$ cat config.mk
export PLATFORM = sky130hd
export DESIGN_NAME = ddr_ctl1_sequencer_flat
export DESIGN_NICKNAME = d
export VERILOG_FILES = /design/src/rtl/ddr_ctl1_sequencer_if.sv /design/src/rtl/ddr_ctl1_sequencer.sv /design/src/flat_wrapper.sv
export SDC_FILE = /design/constraint.sdc
export NUM_CORES = 1
export LEC_CHECK = 0
export CAP_MARGIN = 30
export CORE_AREA = 2 2 119 121
export CTS_CLUSTER_DIAMETER = 60
export DETAILED_ROUTE_END_ITERATION = 6
export DIE_AREA = 0 0 121 123
export PLACE_DENSITY = 0.79
export SLEW_MARGIN = 20
export SYNTH_ARGS = -nofsm -noshare
export SYNTH_HDL_FRONTEND = slang
export SYNTH_SLANG_ARGS = --single-unit
export TNS_END_PERCENT = 100
$ cat constraint.sdc
create_clock -name clock -period 12.7 [get_ports clock]
set_input_delay 1.27 -clock clock [delete_from_list [all_inputs] [get_ports clock]]
set_output_delay 1.27 -clock clock [all_outputs]
set_load 0.03 [all_outputs]
$ cat src/rtl/ddr_ctl1_sequencer_if.sv
// Request/response bundle and DdrCtl1 instruction channel seen by ddr_ctl1_sequencer.
// slave is the sequencer's side; master is the requester / DdrCtl1 side.
interface ddr_ctl1_sequencer_if;
    logic        req_valid;
    logic        req_ready;
    logic        req_write;
    logic [31:0] req_addr;
    logic [31:0] req_data;
    logic        rsp_valid;
    logic [31:0] rsp_data;
    logic        busy;
    logic [11:0] ctl_inst;
    logic        ctl_inst_en;
    logic [31:0] ctl_page;
    logic        ctl_ready;

    modport slave (
        input  req_valid, req_write, req_addr, req_data, ctl_page, ctl_ready,
        output req_ready, rsp_valid, rsp_data, busy, ctl_inst, ctl_inst_en
    );

    modport master (
        output req_valid, req_write, req_addr, req_data, ctl_page, ctl_ready,
        input  req_ready, rsp_valid, rsp_data, busy, ctl_inst, ctl_inst_en
    );
endinterface

$ cat src/rtl/ddr_ctl1_sequencer.sv
// Expands 32-bit word requests into the DdrCtl1 LAn/LDn/WRP/RDP instruction stream,
// skipping address bytes already held in DdrCtl1's address register.
`ifndef DdrCtl1_NOP
`define DdrCtl1_NOP 4'h0
`define DdrCtl1_LA0 4'h1
`define DdrCtl1_LA1 4'h2
`define DdrCtl1_LA2 4'h3
`define DdrCtl1_LA3 4'h4
`define DdrCtl1_LD0 4'h5
`define DdrCtl1_LD1 4'h6
`define DdrCtl1_LD2 4'h7
`define DdrCtl1_LD3 4'h8
`define DdrCtl1_WRP 4'h9
`define DdrCtl1_RDP 4'hA
`endif

module ddr_ctl1_sequencer #(
    parameter int unsigned GUARD_CYCLES   = 2,
    parameter bit          SKIP_SAME_ADDR = 1'b1
) (
    input logic                 clock,
    input logic                 reset,
    ddr_ctl1_sequencer_if.slave bus
);
    localparam int unsigned       GuardW    = (GUARD_CYCLES > 1) ? $clog2(GUARD_CYCLES) : 1;
    localparam logic [GuardW-1:0] GuardLast = GuardW'((GUARD_CYCLES > 0) ? GUARD_CYCLES - 1 : 0);

    typedef enum logic [2:0] {StIdle, StAddr, StData, StCmd, StGuard, StWait} state_e;

    state_e            state_q, state_d;
    logic [31:0]       addr_q, data_q, shadow_q, shadow_d, rsp_data_q;
    logic              write_q, rsp_valid_q, rsp_load, accept, inst_en;
    logic [3:0]        mask_q, mask_d, addr_vld_q, addr_vld_d, load_mask;
    logic [1:0]        byte_cnt_q, byte_cnt_d, la_idx;
    logic [GuardW-1:0] guard_q, guard_d;
    logic [11:0]       inst;
    logic [7:0]        la_byte, ld_byte;

    function automatic logic [3:0] la_op(input logic [1:0] n);
        logic [3:0] op;
        op = `DdrCtl1_LA0;
        unique case (n)
            2'd0: op = `DdrCtl1_LA0;
            2'd1: op = `DdrCtl1_LA1;
            2'd2: op = `DdrCtl1_LA2;
            2'd3: op = `DdrCtl1_LA3;
        endcase
        return op;
    endfunction

    function automatic logic [3:0] ld_op(input logic [1:0] n);
        logic [3:0] op;
        op = `DdrCtl1_LD0;
        unique case (n)
            2'd0: op = `DdrCtl1_LD0;
            2'd1: op = `DdrCtl1_LD1;
            2'd2: op = `DdrCtl1_LD2;
            2'd3: op = `DdrCtl1_LD3;
        endcase
        return op;
    endfunction

    // A byte must be (re)loaded unless DdrCtl1 is known to already hold it.
    always_comb begin
        load_mask = '0;
        for (int n = 0; n < 4; n++) begin
            load_mask[n] = !addr_vld_q[n] || (shadow_q[8*n +: 8] != bus.req_addr[8*n +: 8]) ||
                           !SKIP_SAME_ADDR;
        end
    end

    always_comb begin
        la_idx = 2'd0;
        for (int n = 3; n >= 0; n--) begin
            if (mask_q[n]) la_idx = 2'(n);
        end
    end

    assign la_byte = addr_q[{la_idx, 3'b000} +: 8];
    assign ld_byte = data_q[{byte_cnt_q, 3'b000} +: 8];

    always_comb begin
        state_d    = state_q;
        mask_d     = mask_q;
        byte_cnt_d = byte_cnt_q;
        guard_d    = guard_q;
        shadow_d   = shadow_q;
        addr_vld_d = addr_vld_q;
        accept     = 1'b0;
        rsp_load   = 1'b0;
        inst       = {`DdrCtl1_NOP, 8'h00};
        inst_en    = 1'b0;
        unique case (state_q)
            StIdle: begin
                if (bus.req_valid) begin
                    accept     = 1'b1;
                    mask_d     = load_mask;
                    byte_cnt_d = 2'd0;
                    if (load_mask != 4'b0000) state_d = StAddr;
                    else if (bus.req_write)   state_d = StData;
                    else                      state_d = StCmd;
                end
            end
            StAddr: begin
                inst    = {la_op(la_idx), la_byte};
                inst_en = bus.ctl_ready;
                if (bus.ctl_ready) begin
                    mask_d[la_idx]                  = 1'b0;
                    shadow_d[{la_idx, 3'b000} +: 8] = la_byte;
                    addr_vld_d[la_idx]              = 1'b1;
                    if (mask_d == 4'b0000) state_d = write_q ? StData : StCmd;
                end
            end
            StData: begin
                inst    = {ld_op(byte_cnt_q), ld_byte};
                inst_en = bus.ctl_ready;
                if (bus.ctl_ready) begin
                    byte_cnt_d = byte_cnt_q + 2'd1;
                    if (byte_cnt_q == 2'd3) state_d = StCmd;
                end
            end
            StCmd: begin
                inst    = {write_q ? `DdrCtl1_WRP : `DdrCtl1_RDP, 8'h00};
                inst_en = bus.ctl_ready;
                if (bus.ctl_ready) begin
                    guard_d = '0;
                    state_d = (GUARD_CYCLES == 0) ? StWait : StGuard;
                end
            end
            // DdrCtl1 drops ready late after WRP/RDP, so ready is not trusted here.
            StGuard: begin
                if (guard_q == GuardLast) state_d = StWait;
                else                      guard_d = guard_q + GuardW'(1);
            end
            StWait: begin
                if (bus.ctl_ready) begin
                    state_d  = StIdle;
                    rsp_load = !write_q;
                end
            end
            default: state_d = StIdle;
        endcase
    end

    always_ff @(posedge clock or posedge reset) begin
        if (reset) begin
            state_q     <= StIdle;
            addr_q      <= '0;
            data_q      <= '0;
            write_q     <= 1'b0;
            mask_q      <= '0;
            byte_cnt_q  <= '0;
            guard_q     <= '0;
            shadow_q    <= '0;
            addr_vld_q  <= '0;
            rsp_valid_q <= 1'b0;
            rsp_data_q  <= '0;
        end else begin
            state_q     <= state_d;
            mask_q      <= mask_d;
            byte_cnt_q  <= byte_cnt_d;
            guard_q     <= guard_d;
            shadow_q    <= shadow_d;
            addr_vld_q  <= addr_vld_d;
            rsp_valid_q <= rsp_load;
            if (rsp_load) rsp_data_q <= bus.ctl_page;
            if (accept) begin
                addr_q  <= bus.req_addr;
                data_q  <= bus.req_data;
                write_q <= bus.req_write;
            end
        end
    end

    assign bus.req_ready   = (state_q == StIdle);
    assign bus.busy        = (state_q != StIdle);
    assign bus.rsp_valid   = rsp_valid_q;
    assign bus.rsp_data    = rsp_data_q;
    assign bus.ctl_inst    = inst;
    assign bus.ctl_inst_en = inst_en;
endmodule

$ cat src/flat_wrapper.sv
// flat-port wrapper written by rule: the top's interface ports become plain ports
module ddr_ctl1_sequencer_flat 
#(
    parameter int unsigned GUARD_CYCLES   = 2,
    parameter bit          SKIP_SAME_ADDR = 1'b1
)
  (clock, reset, bus_req_valid, bus_req_write, bus_req_addr, bus_req_data, bus_ctl_page, bus_ctl_ready, bus_req_ready, bus_rsp_valid, bus_rsp_data, bus_busy, bus_ctl_inst, bus_ctl_inst_en);
  ddr_ctl1_sequencer_if bus_i ();
  input logic clock;
  input logic reset;
  input wire logic [$bits(bus_i.req_valid)-1:0] bus_req_valid;
  input wire logic [$bits(bus_i.req_write)-1:0] bus_req_write;
  input wire logic [$bits(bus_i.req_addr)-1:0] bus_req_addr;
  input wire logic [$bits(bus_i.req_data)-1:0] bus_req_data;
  input wire logic [$bits(bus_i.ctl_page)-1:0] bus_ctl_page;
  input wire logic [$bits(bus_i.ctl_ready)-1:0] bus_ctl_ready;
  output wire logic [$bits(bus_i.req_ready)-1:0] bus_req_ready;
  output wire logic [$bits(bus_i.rsp_valid)-1:0] bus_rsp_valid;
  output wire logic [$bits(bus_i.rsp_data)-1:0] bus_rsp_data;
  output wire logic [$bits(bus_i.busy)-1:0] bus_busy;
  output wire logic [$bits(bus_i.ctl_inst)-1:0] bus_ctl_inst;
  output wire logic [$bits(bus_i.ctl_inst_en)-1:0] bus_ctl_inst_en;
  assign bus_i.req_valid = bus_req_valid;
  assign bus_i.req_write = bus_req_write;
  assign bus_i.req_addr = bus_req_addr;
  assign bus_i.req_data = bus_req_data;
  assign bus_i.ctl_page = bus_ctl_page;
  assign bus_i.ctl_ready = bus_ctl_ready;
  assign bus_req_ready = bus_i.req_ready;
  assign bus_rsp_valid = bus_i.rsp_valid;
  assign bus_rsp_data = bus_i.rsp_data;
  assign bus_busy = bus_i.busy;
  assign bus_ctl_inst = bus_i.ctl_inst;
  assign bus_ctl_inst_en = bus_i.ctl_inst_en;
  ddr_ctl1_sequencer #(.GUARD_CYCLES(GUARD_CYCLES), .SKIP_SAME_ADDR(SKIP_SAME_ADDR)) u_core (.clock(clock), .reset(reset), .bus(bus_i));
endmodule
# Word-level counts from Yosys, hierarchy flattened
# Cells that the tools add are included.
op_classes:
  shifts: 4
  eq_ne: 23
  bitwise_logic: 3
  muxes: 37
  reduce_logical: 25
  n_addsub: 3
  order_cmp: 2
op_table:
  columns: ["operator", "n"]
  rows:
  - ["$shiftx 32x6->8", 2]
  - ["$pmux 12 s3", 1]
  - ["$bwmux 32", 1]
  - ["$ne 8x8->1", 4]
  - ["$pmux 4 s4", 2]
  - ["$shift 8x7->32 const A", 1]
  - ["$shiftx 8x7->32", 1]
  - ["$mux 3", 9]
  - ["$pmux 3 s6", 1]
  - ["$mux 2", 7]
  - ["$mux 1", 10]
  - ["$ne 2x2->1 const B", 5]
  - ["$eq 2x2->1 const B", 4]
  - ["$mux 4", 2]
  - ["$pmux 4 s2", 1]
  - ["$reduce_and 8->1", 1]
  - ["$neg 5->7", 1]
  - ["$eq 3x2->1 const B", 2]
  - ["$eq 3x3->1 const B", 2]
  - ["$ne 2x1->1 const B", 3]
  - ["$reduce_and 3->1", 2]
  - ["$reduce_bool 2->1", 3]
  - ["$logic_not 1->1", 5]
  - ["$and 4x4->4", 1]
  - ["20 further kinds", 26]
word_totals:
  output_inout_bits: 48
  ff_bits: 144
  elab_cells: 108

# Longest topological paths before layout
# Gate-level depths: netlist (run 1).
depth:
  word_depth: 14
  ltp_mapped: 10
  depth_no_buf: 9

# Worst setup path after synthesis (run 1)
# Ideal clock, no wire load.
synth_path:
  path_type: "register -> output"
  from: "register u_core.byte_cnt_q[0]"
  to: "output bus_ctl_inst[9]"
  arrival_ns: 2.097
  path_stages_with_launch: 7
  path_buffers: 1
  path_slack_ns: 9.333
  path_cell_list: "dfrtp_1 -> buf_1 -> inv_1 -> ha_1 -> inv_1 -> or3_1 -> a21oi_1"
synth_via:
  elab_chain_len: 3
  word_cells_on_any_way: 6
  cone_classes: "3 x eq/ne; 2 x mux; 1 x reduce/logical"
synth_lines:
  columns: ["item", "line_no", "rtl"]
  rows:
  - ["start: declaration", "ddr_ctl1_sequencer.sv:34", "logic [1:0] byte_cnt_q, byte_cnt_d, la_idx;"]
  - ["start signal: assignment", "ddr_ctl1_sequencer.sv:161", "byte_cnt_q <= byte_cnt_d;"]
  - ["$eq 2x2->1, or another cell as far along", "ddr_ctl1_sequencer.sv:54", "unique case (n)"]
  - ["$pmux 4 s4 *", "ddr_ctl1_sequencer.sv:54", null]
  - ["$pmux 12 s3 *", "ddr_ctl1_sequencer.sv:93", "unique case (state_q)"]
  - ["end: declaration", "flat_wrapper.sv:21", "output wire logic [$bits(bus_i.ctl_inst)-1:0] bus_ctl_inst;"]
# Mark *: on every way between the ends. The rest lies on a longest branch, timed or not.

# Worst setup path in the final report (run 1)
layout_path:
  from: "register u_core.mask_q[0]"
  to: "output bus_ctl_inst[9]"
layout_via:
  elab_chain_len: 4
  word_cells_on_any_way: 7
  cone_classes: "3 x eq/ne; 3 x mux; 1 x reduce/logical"
layout_lines:
  columns: ["item", "line_no", "rtl"]
  rows:
  - ["start: declaration", "ddr_ctl1_sequencer.sv:33", "logic [3:0] mask_q, mask_d, addr_vld_q, addr_vld_d, load_mask;"]
  - ["start signal: assignment", "ddr_ctl1_sequencer.sv:160", "mask_q <= mask_d;"]
  - ["$mux 2 *", "ddr_ctl1_sequencer.sv:75", "if (mask_q[n]) la_idx = 2'(n);"]
  - ["$eq 2x2->1, or another cell as far along", "ddr_ctl1_sequencer.sv:42", "unique case (n)"]
  - ["$pmux 4 s4 *", "ddr_ctl1_sequencer.sv:42", null]
  - ["$pmux 12 s3 *", "ddr_ctl1_sequencer.sv:93", null]
# Mark *: on every way between the ends. The rest lies on a longest branch, timed or not. The select of a mux whose other input is x is not followed.

==> impl_metrics.env, run 1 <==
export IMPL_status="complete, no violations"
export IMPL_grt_pass1_vias=5517
export IMPL_die_y_um=123
export IMPL_async_flop_share_pct=100.0
export IMPL_hold_path_class="register to register"
export IMPL_grt_overflow=0
export IMPL_slowest_delay_ns=0.78
export IMPL_power_density_mw_per_mm2=260.3
export IMPL_register_area_mm2=0.003603
export IMPL_multiInputGateArea_mm2=0.002937
export IMPL_finalCriticalPeriod_ns=4.379
export IMPL_rsz0062_at_grt="no"
export IMPL_stdcell_area_mm2=0.009020
export IMPL_p_leak_nw=4.231
export IMPL_drt_first_pass_iters=5
export IMPL_crit_path_cell_trace="nor3_2 > ha_1 > o211ai_1 > a21oi_1 > clkdlybuf4s50_1"
export IMPL_layout_drive_gt1_share_pct=8.086
export IMPL_globalplace_congestion=0.8821
export IMPL_num_vias=5418
export IMPL_syn_to_final_growth_pct=34.20
export IMPL_place_area_mm2=0.008343
export IMPL_postCtsSetupBuffers=0
export IMPL_cts_sinks=144
export IMPL_routedWlPerCell_um=16.51
export IMPL_yosysSeqAreaShare_pct=53.61
export IMPL_cp_top_family="simple AND/OR/NAND/NOR gates"
export IMPL_synth_distinct_cells=45
export IMPL_cts_tree="yes"
export IMPL_synth_area_mm2=0.006721
export IMPL_irDropWorstVdd_mv=0.1541
export IMPL_cts_made_buffers=17
export IMPL_syn_inst=685
export IMPL_core_area_mm2=0.01361
export IMPL_dp_hpwl_um=12110
export IMPL_max_freq_ghz=0.2284
export IMPL_grtUsageTotal_pct=23.67
export IMPL_die_width_um=121
export IMPL_worst_path_buf_inv=1
export IMPL_crit_required_ns=11.43
export IMPL_n_antenna_cell=0
export IMPL_grt_pass1_wl_um=27190
export IMPL_synth_edff_count=0
export IMPL_setup_tns_ns=0
export IMPL_cts_max_path_buffers=2
export IMPL_nNetsFinal=942
export IMPL_synth_seq_cells=144
export IMPL_worstMarginPinSlew_ns=0.9294
export IMPL_n_fill_cell=1023
export IMPL_critPathKind="register to primary output"
export IMPL_min_period_over_period_pct=34.48
export IMPL_drv_slew=0
export IMPL_root_buffer="clkbuf_16"
export IMPL_avgSynthCellArea_um2=9.812
export IMPL_vias_per_cell=5.307
export IMPL_first_iter_violations=389
export IMPL_finalSetupViolCount=0
export IMPL_design_die_area_mm2=0.01488
export IMPL_pin_count=149
export IMPL_yosysWarnings=0
export IMPL_arrival_ns=3.11
export IMPL_finalHoldViolCount=0
export IMPL_synth_flop_cell="dfrtp_1"
export IMPL_route_detailed_drc=0
export IMPL_h_tree_depth=4
export IMPL_grt_max_degree=77
export IMPL_total_power_mw=2.348
export IMPL_cp_end_kind="primary output"
export IMPL_antenna_found_initial=0
export IMPL_port_buffers=148
export IMPL_final_antenna_net_count=0
export IMPL_wirelength_um=16850
export IMPL_start_util_pct=49.38
export IMPL_place_ws_ns=8.654
export IMPL_cp_max_fo=13
export IMPL_clock_skew_ns=0.008856
export IMPL_maxCapViolCount=0
export IMPL_startpoint_type="register"
export IMPL_hold_buffers=0
export IMPL_cp_slowest_cell="nor3_2"
export IMPL_fp_row_count=43
export IMPL_clkLatencyLatePin_ns=0.42
export IMPL_clk_pin_slew_worst_paths_ns=0.06
export IMPL_slew_headroom_pct=37.70
export IMPL_postCtsResizedCells=0
export IMPL_fin_ws_ns=8.321
export IMPL_synth_net_count=798
-- layout make-up --
cell class                 instances  area share, %
inverter                          11         0.5132
timing repair buffer             155          17.59
clock inverter                     9          1.748
clock buffer                      22          5.146
tap                              180          2.497
sequential                       144          39.95
multi-input combinational        500          32.56
-- cell usage after synthesis (2+ instances only) --
cell type | number | area [um^2]
nand2_1 | 303 | 1137
dfrtp_1 | 144 | 3603
a22o_1 | 41 | 359.1
xnor2_1 | 32 | 280.3
mux4_2 | 16 | 360.4
clkbuf_1 | 15 | 56.30
ha_1 | 12 | 150.1
o21ai_0 | 12 | 60.06
inv_1 | 11 | 41.29
nor2_1 | 11 | 41.29
buf_2 | 10 | 50.05
nand3_1 | 9 | 45.04
nand4_1 | 8 | 50.05
a21oi_1 | 7 | 35.03
nor3_1 | 7 | 35.03
a21o_1 | 5 | 37.54
nand2b_1 | 4 | 25.02
nor2b_1 | 3 | 18.77
nor3b_1 | 3 | 22.52
buf_1 | 2 | 7.510
buf_6 | 2 | 22.52
nand2_2 | 2 | 12.51
nor3_4 | 2 | 32.53
o31ai_1 | 2 | 15.01
or3_1 | 2 | 12.51
-- report_power, final --
group	internal [mW]	total, mW	leakage [nW]	switching [mW]
clock	0.338	0.524	0.296	0.186
sequential	0.652	0.809	1.85	0.157
combinational	0.439	1.02	2.09	0.576
-- placed cells by master, fill, tap and decap left out, types with 5 or more instances in the layout --
cell / synthesis / routed
nand3_1: 9 / 9
nand4_1: 8 / 8
mux4_2: 16 / 16
a21o_1: 5 / 5
nor2_1: 11 / 11
a22o_1: 41 / 41
ha_1: 12 / 12
nand2_1: 303 / 302
a21oi_1: 7 / 7
clkbuf_16: 0 / 17
xnor2_1: 32 / 32
dfrtp_1: 144 / 144
o21ai_0: 12 / 12
inv_1: 11 / 10
nor3_1: 7 / 7
clkdlybuf4s50_1: 0 / 148
-- layer usage --
layer / vias to the layer above / part of all wire (%) / track usage, %
li1: 2565 / - / -
met1: 2640 / 42 / 30.42
met2: 181 / 50 / 39.61
met3: 32 / 5.6 / 5.996
met4: 0 / 2.0 / 7.485
met5: - / 0 / 0
-- worst paths after layout --
| check | startpoint | end | slack (ns) | depth (start not counted) |
|---|---|---|---|---|
| min | u_core.addr_vld_q[1] | u_core.addr_vld_q[1] | 0.47 | 1 |
| max in group asynchronous | reset | u_core.shadow_q[17] | 10.34 | 4 |
| min reg2reg | u_core.addr_vld_q[1] | u_core.addr_vld_q[1] | 0.47 | 1 |
| max | u_core.mask_q[0] | bus_ctl_inst[9] | 8.32 | 5 |
| max reg2reg | u_core.mask_q[0] | u_core.shadow_q[10] | 9.98 | 6 |
| min in group asynchronous | reset | u_core.data_q[20] | 1.32 | 2 |
-- stage by stage --
step | hold slack (ns) | util, % | cells
3_3_place_gp | 0.4485 | 61.15 | 987
6_report | 0.4679 | 66.27 | 1021
3_5_place_dp | 0.4522 | 61.29 | 988
4_1_cts | 0.4630 | 65.86 | 1019
2_1_floorplan | 0.4276 | - | 685
5_1_grt | 0.4813 | 66.27 | 1021
-- flip-flops by register name, summed over array words and instances, names as in the netlist --
name,count
u_core.addr_q,32
u_core.addr_vld_q,4
u_core.bus.rsp_data,32
u_core.bus.rsp_valid,1
u_core.byte_cnt_q,2
u_core.data_q,32
u_core.guard_q,1
u_core.mask_q,4
u_core.shadow_q,32
u_core.state_q,3
u_core.write_q,1
-- cell families (layout without fill, tap and decap cells) --
kind of cell	count (synthesis)	in the layout	synth area share, %
and+or+nand+nor	365	365	23.31
buffers and inverters	41	197	2.755
DFF	144	144	53.61
xor gates and xnor gates	32	32	4.170
adders and majority gates	12	12	2.234
AOI/OAI and AO/OA	74	74	8.414
muxes	17	17	5.510
(Power assumes the default switching activity.)
==> run 2, diff against run 1 <==
Clock period 12.7 ns to 4.55 ns, I/O delays scaled along.
==> impl_metrics.env, run 2 (synthesized netlist as in run 1, its figures left out) <==
export IMPL_die_y_um=123
export IMPL_route_detailed_drc=0
export IMPL_wirelength_um=17580
export IMPL_layout_drive_gt1_share_pct=8.432
export IMPL_syn_to_final_growth_pct=32.87
export IMPL_clock_skew_ns=0.009199
export IMPL_cts_made_buffers=17
export IMPL_vias_per_cell=5.305
export IMPL_pin_count=149
export IMPL_grt_pass1_vias=5702
export IMPL_postCtsResizedCells=0
export IMPL_critPathKind="register to primary output"
export IMPL_final_antenna_net_count=0
export IMPL_arrival_ns=3.13
export IMPL_cts_sinks=144
export IMPL_drv_slew=0
export IMPL_cts_tree="yes"
export IMPL_grt_pass1_wl_um=28210
export IMPL_first_iter_violations=403
export IMPL_port_buffers=148
export IMPL_power_density_mw_per_mm2=726.4
export IMPL_core_area_mm2=0.01361
export IMPL_die_width_um=121
export IMPL_status="complete, no violations"
export IMPL_finalCriticalPeriod_ns=3.585
export IMPL_startpoint_type="register"
export IMPL_root_buffer="clkbuf_16"
export IMPL_finalSetupViolCount=0
export IMPL_h_tree_depth=4
export IMPL_grt_overflow=0
export IMPL_num_vias=5422
export IMPL_cp_max_fo=13
export IMPL_maxCapViolCount=0
export IMPL_clkLatencyLatePin_ns=0.42
export IMPL_nNetsFinal=942
export IMPL_worst_r2r_cell_count=6
export IMPL_worstMarginPinSlew_ns=0.9728
export IMPL_max_freq_ghz=0.2790
export IMPL_min_period_over_period_pct=78.78
export IMPL_slew_headroom_pct=34.79
export IMPL_worstHoldPathCells=1
export IMPL_p_leak_nw=4.202
export IMPL_globalplace_congestion=0.8588
export IMPL_dp_hpwl_um=12650
export IMPL_start_util_pct=49.38
export IMPL_place_ws_ns=1.450
export IMPL_postCtsSetupBuffers=0
export IMPL_drt_first_pass_iters=4
export IMPL_grt_max_degree=86
export IMPL_rsz0062_at_grt="no"
export IMPL_finalHoldViolCount=0
export IMPL_irDropWorstVdd_mv=0.4482
export IMPL_fin_ws_ns=0.9653
export IMPL_hold_path_class="register to register"
export IMPL_fp_row_count=43
export IMPL_cts_max_path_buffers=2
export IMPL_routedWlPerCell_um=17.20
export IMPL_clk_pin_slew_worst_paths_ns=0.06
export IMPL_setup_tns_ns=0
export IMPL_layout_common_cells="nand2_1 (302), clkdlybuf4s50_1 (148), dfrtp_1 (144)"
export IMPL_crit_required_ns=4.09
export IMPL_antenna_found_initial=0
export IMPL_hold_buffers=0
export IMPL_final_common_cell="nand2_1"
export IMPL_n_antenna_cell=0
export IMPL_grtUsageTotal_pct=24.68
export IMPL_design_die_area_mm2=0.01488
export IMPL_cp_end_kind="primary output"
## run 2: final timing paths
check	start	endpoint	slack, ns
min in group asynchronous	reset	u_core.data_q[28]	0.55
max in group asynchronous	reset	u_core.bus.rsp_data[4]	3.09
worst max register to register	u_core.mask_q[0]	u_core.shadow_q[17]	1.78
worst min-delay path	u_core.addr_vld_q[2]	u_core.addr_vld_q[2]	0.47
worst min register to register	u_core.addr_vld_q[2]	u_core.addr_vld_q[2]	0.47
worst max-delay path	u_core.mask_q[0]	bus_ctl_inst[9]	0.97
## run 2: where the power goes
group          internal (mW)  total, mW  switching [mW]
Clock                  0.822       1.38           0.559
Combinational           1.22       2.84            1.62
Sequential              1.82       2.27           0.446
## run 2: area by class of cell
class / count / area (um^2)
Clock buffer: 19 / 442.9
Clock inverter: 13 / 138.9
Fill cell: 1050 / 4681
Inverter: 11 / 46.29
Multi-Input combinational cell: 500 / 2937
Sequential cell: 144 / 3603
Tap cell: 180 / 225.2
Timing Repair Buffer: 155 / 1538
## run 2: critical path: stages (launching register included)
cell	delay (ns)
dfrtp_1	0.42
nor3_2	0.81
ha_1	0.38
o211ai_1	0.12
a21oi_1	0.25
clkdlybuf4s50_1	0.72
## run 2: through the flow
stage / utilization, % / total power [mW] / hold slack, ns / instance area, um^2 / std cells
6_report: 65.61 / 6.487 / 0.4729 / 8931 / 1022
2_1_floorplan: - / 4.081 / 0.4276 / 6721 / 685
5_1_grt: 65.61 / 6.851 / 0.4934 / 8931 / 1022
3_3_place_gp: 61.26 / 4.958 / 0.4479 / 8338 / 989
4_1_cts: 65.53 / 6.502 / 0.4714 / 8920 / 1021
3_5_place_dp: 61.26 / 5.096 / 0.4539 / 8338 / 989
## run 2: routing by layer
layer,global-route usage [%],routed length (um),up-vias
met1,31.83,7561,2649
met3,4.935,824,34
met5,0,0,-
li1,-,-,2556
met2,41.15,8802,183
met4,10.03,388,0
==> run 3, diff against run 2 <==
Settings changed: CORE_AREA 2 2 119 121 to 2 2 124 126, DIE_AREA 0 0 121 123 to 0 0 126 128, PLACE_DENSITY 0.79 to 0.76.
Clock period 4.55 ns to 2.9 ns, I/O delays scaled along.
==> impl_metrics.env, run 3 (synthesized netlist as in run 1, its figures left out) <==
export IMPL_status="complete, no violations"
export IMPL_hold_end="u_core.bus.rsp_data[26]"
export IMPL_wirelength_um=16950
export IMPL_first_iter_violations=414
export IMPL_setup_tns_ns=0
export IMPL_core_area_mm2=0.01486
export IMPL_min_period_over_period_pct=95.63
export IMPL_rsz0062_at_grt="no"
export IMPL_finalCriticalPeriod_ns=2.773
export IMPL_h_tree_depth=4
export IMPL_dp_hpwl_um=11860
export IMPL_finalHoldViolCount=0
export IMPL_layout_drive_gt1_share_pct=10.34
export IMPL_globalplace_congestion=0.8552
export IMPL_cts_sinks=144
export IMPL_slowest_delay_ns=0.65
export IMPL_routedWlPerCell_um=16.32
export IMPL_route_detailed_drc=0
export IMPL_final_common_cell="nand2_1"
export IMPL_hold_path_class="input port to register"
export IMPL_grt_max_degree=145
export IMPL_r2r_end="u_core.shadow_q[13]"
export IMPL_slew_headroom_pct=49.61
export IMPL_finalSetupViolCount=0
export IMPL_n_fill_cell=1246
export IMPL_fin_ws_ns=0.1267
export IMPL_critPathKind="register to primary output"
export IMPL_worst_r2r_cell_count=8
export IMPL_cts_max_path_buffers=2
export IMPL_r2r_start="u_core.mask_q[2]"
export IMPL_drv_slew=0
export IMPL_antenna_found_initial=0
export IMPL_clk_pin_slew_worst_paths_ns=0.06
export IMPL_grtUsageTotal_pct=21.92
export IMPL_die_width_um=126
export IMPL_die_y_um=128
export IMPL_cts_made_buffers=17
export IMPL_grt_pass1_wl_um=27870
export IMPL_hp_start="bus_ctl_page[26]"
export IMPL_port_buffers=148
export IMPL_layout_common_cells="nand2_1 (302), dfrtp_1 (144), clkdlybuf4s50_1 (138)"
export IMPL_cp_slowest_cell="mux4_2"
export IMPL_pin_count=149
export IMPL_grt_overflow=0
export IMPL_root_buffer="clkbuf_16"
export IMPL_worstHoldPathCells=3
export IMPL_nNetsFinal=951
export IMPL_clock_skew_ns=0.005270
export IMPL_max_freq_ghz=0.3606
export IMPL_cts_tree="yes"
export IMPL_power_density_mw_per_mm2=1134
export IMPL_maxCapViolCount=0
export IMPL_crit_required_ns=2.61
export IMPL_rrSetupSlack_ns=0.45
export IMPL_n_antenna_cell=0
export IMPL_irDropWorstVdd_mv=0.6454
export IMPL_place_ws_ns=0.4724
export IMPL_worstMarginPinSlew_ns=0.7559
export IMPL_final_antenna_net_count=0
export IMPL_postCtsSetupBuffers=0
export IMPL_cp_top_family="multiplexers"
export IMPL_cp_end_kind="primary output"
export IMPL_vias_per_cell=5.219
export IMPL_grt_pass1_vias=5365
export IMPL_p_leak_nw=4.288
export IMPL_cp_max_fo=15
export IMPL_arrival_ns=2.48
export IMPL_fp_row_count=45
export IMPL_drt_first_pass_iters=5
export IMPL_crit_path_cell_trace="nor2b_1 > o21ba_2 > buf_4 > mux4_2 > a22o_1 > buf_12"
export IMPL_design_die_area_mm2=0.01613
export IMPL_start_util_pct=45.22
export IMPL_worst_path_buf_inv=2
export IMPL_num_vias=5423
export IMPL_syn_to_final_growth_pct=34.55
export IMPL_startpoint_type="register"
export IMPL_clkLatencyLatePin_ns=0.42
==> run 3: cell types whose count changed in the layout (fill, tap and decap cells not counted), sizes merged, moves of 4 or more <==
cell	delta
buf	+18
clkbuf	+5
clkdlybuf4s50	-10
clkinv	-4
==> run 3: tightest hold or removal path: cells and delay by family <==
family,cells,cell delay [ns]
buffers and inverters,1,0.39
and+or+nand+nor,2,0.09
==> run 3: through the flow <==
stage / utilization [%] / instances / cell area, um^2 / hold WS [ns] / power, mW
2_1_floorplan: - / 685 / 6725 / 0.3954 / 6.404
3_3_place_gp: 56.93 / 1007 / 8462 / 0.4466 / 8.032
3_5_place_dp: 56.93 / 1007 / 8462 / 0.4591 / 8.151
4_1_cts: 60.82 / 1039 / 9041 / 0.3842 / 10.32
5_1_grt: 60.84 / 1039 / 9044 / 0.3919 / 10.91
6_report: 60.84 / 1039 / 9044 / 0.3934 / 10.26
==> run 3: area by class of cell <==
| class | instances | area (um^2) | area share, % |
|---|---|---|---|
| well taps | 188 | 235.2 | 2.601 |
| clock inverters | 8 | 77.57 | 0.8578 |
| repair buffers | 164 | 1644 | 18.18 |
| clock buffers | 24 | 501.7 | 5.548 |
| inverters | 11 | 45.04 | 0.4981 |
| multi-input cells | 500 | 2937 | 32.47 |
| flip-flops and latches | 144 | 3603 | 39.85 |
==> run 3: how the worst max path moves through the flow <==
| stage | startpoint | endpoint | slack [ns] | cells past startpoint |
|---|---|---|---|---|
| detailed placement | u_core.mask_q[2] | u_core.shadow_q[14] | 0.47 | 8 |
| CTS | u_core.mask_q[3] | bus_ctl_inst[8] | 0.05 | 7 |
| global placement | u_core.mask_q[2] | u_core.state_q[2] | 0.53 | 9 |
| floorplan | u_core.byte_cnt_q[0] | bus_ctl_inst[9] | 0.51 | 6 |
| global route | u_core.mask_q[2] | bus_ctl_inst[2] | 0.02 | 6 |
| finish | u_core.mask_q[2] | bus_ctl_inst[2] | 0.13 | 6 |
==> run 3: timing repair <==
item                                    CTS  global route
hold buffers                              0             0
hold endpoints to repair                  0             0
resized for setup                         0             1
endpoints found under the setup margin    0             1
==> run 3: routing by layer <==
layer  track usage [%]  wire [um]
met1             30.86       7528
met4             7.240        350
met2             34.28       8021
met3             4.591       1054
met5                 0          0
==> run 3: power breakdown <==
group	leakage, nW	total (mW)	switching [mW]	internal, mW
registers	1.85	3.42	0.560	2.86
clock network	0.283	2.13	0.836	1.29
logic	2.16	4.71	2.67	2.04
total	4.29	10.3	4.06	6.19
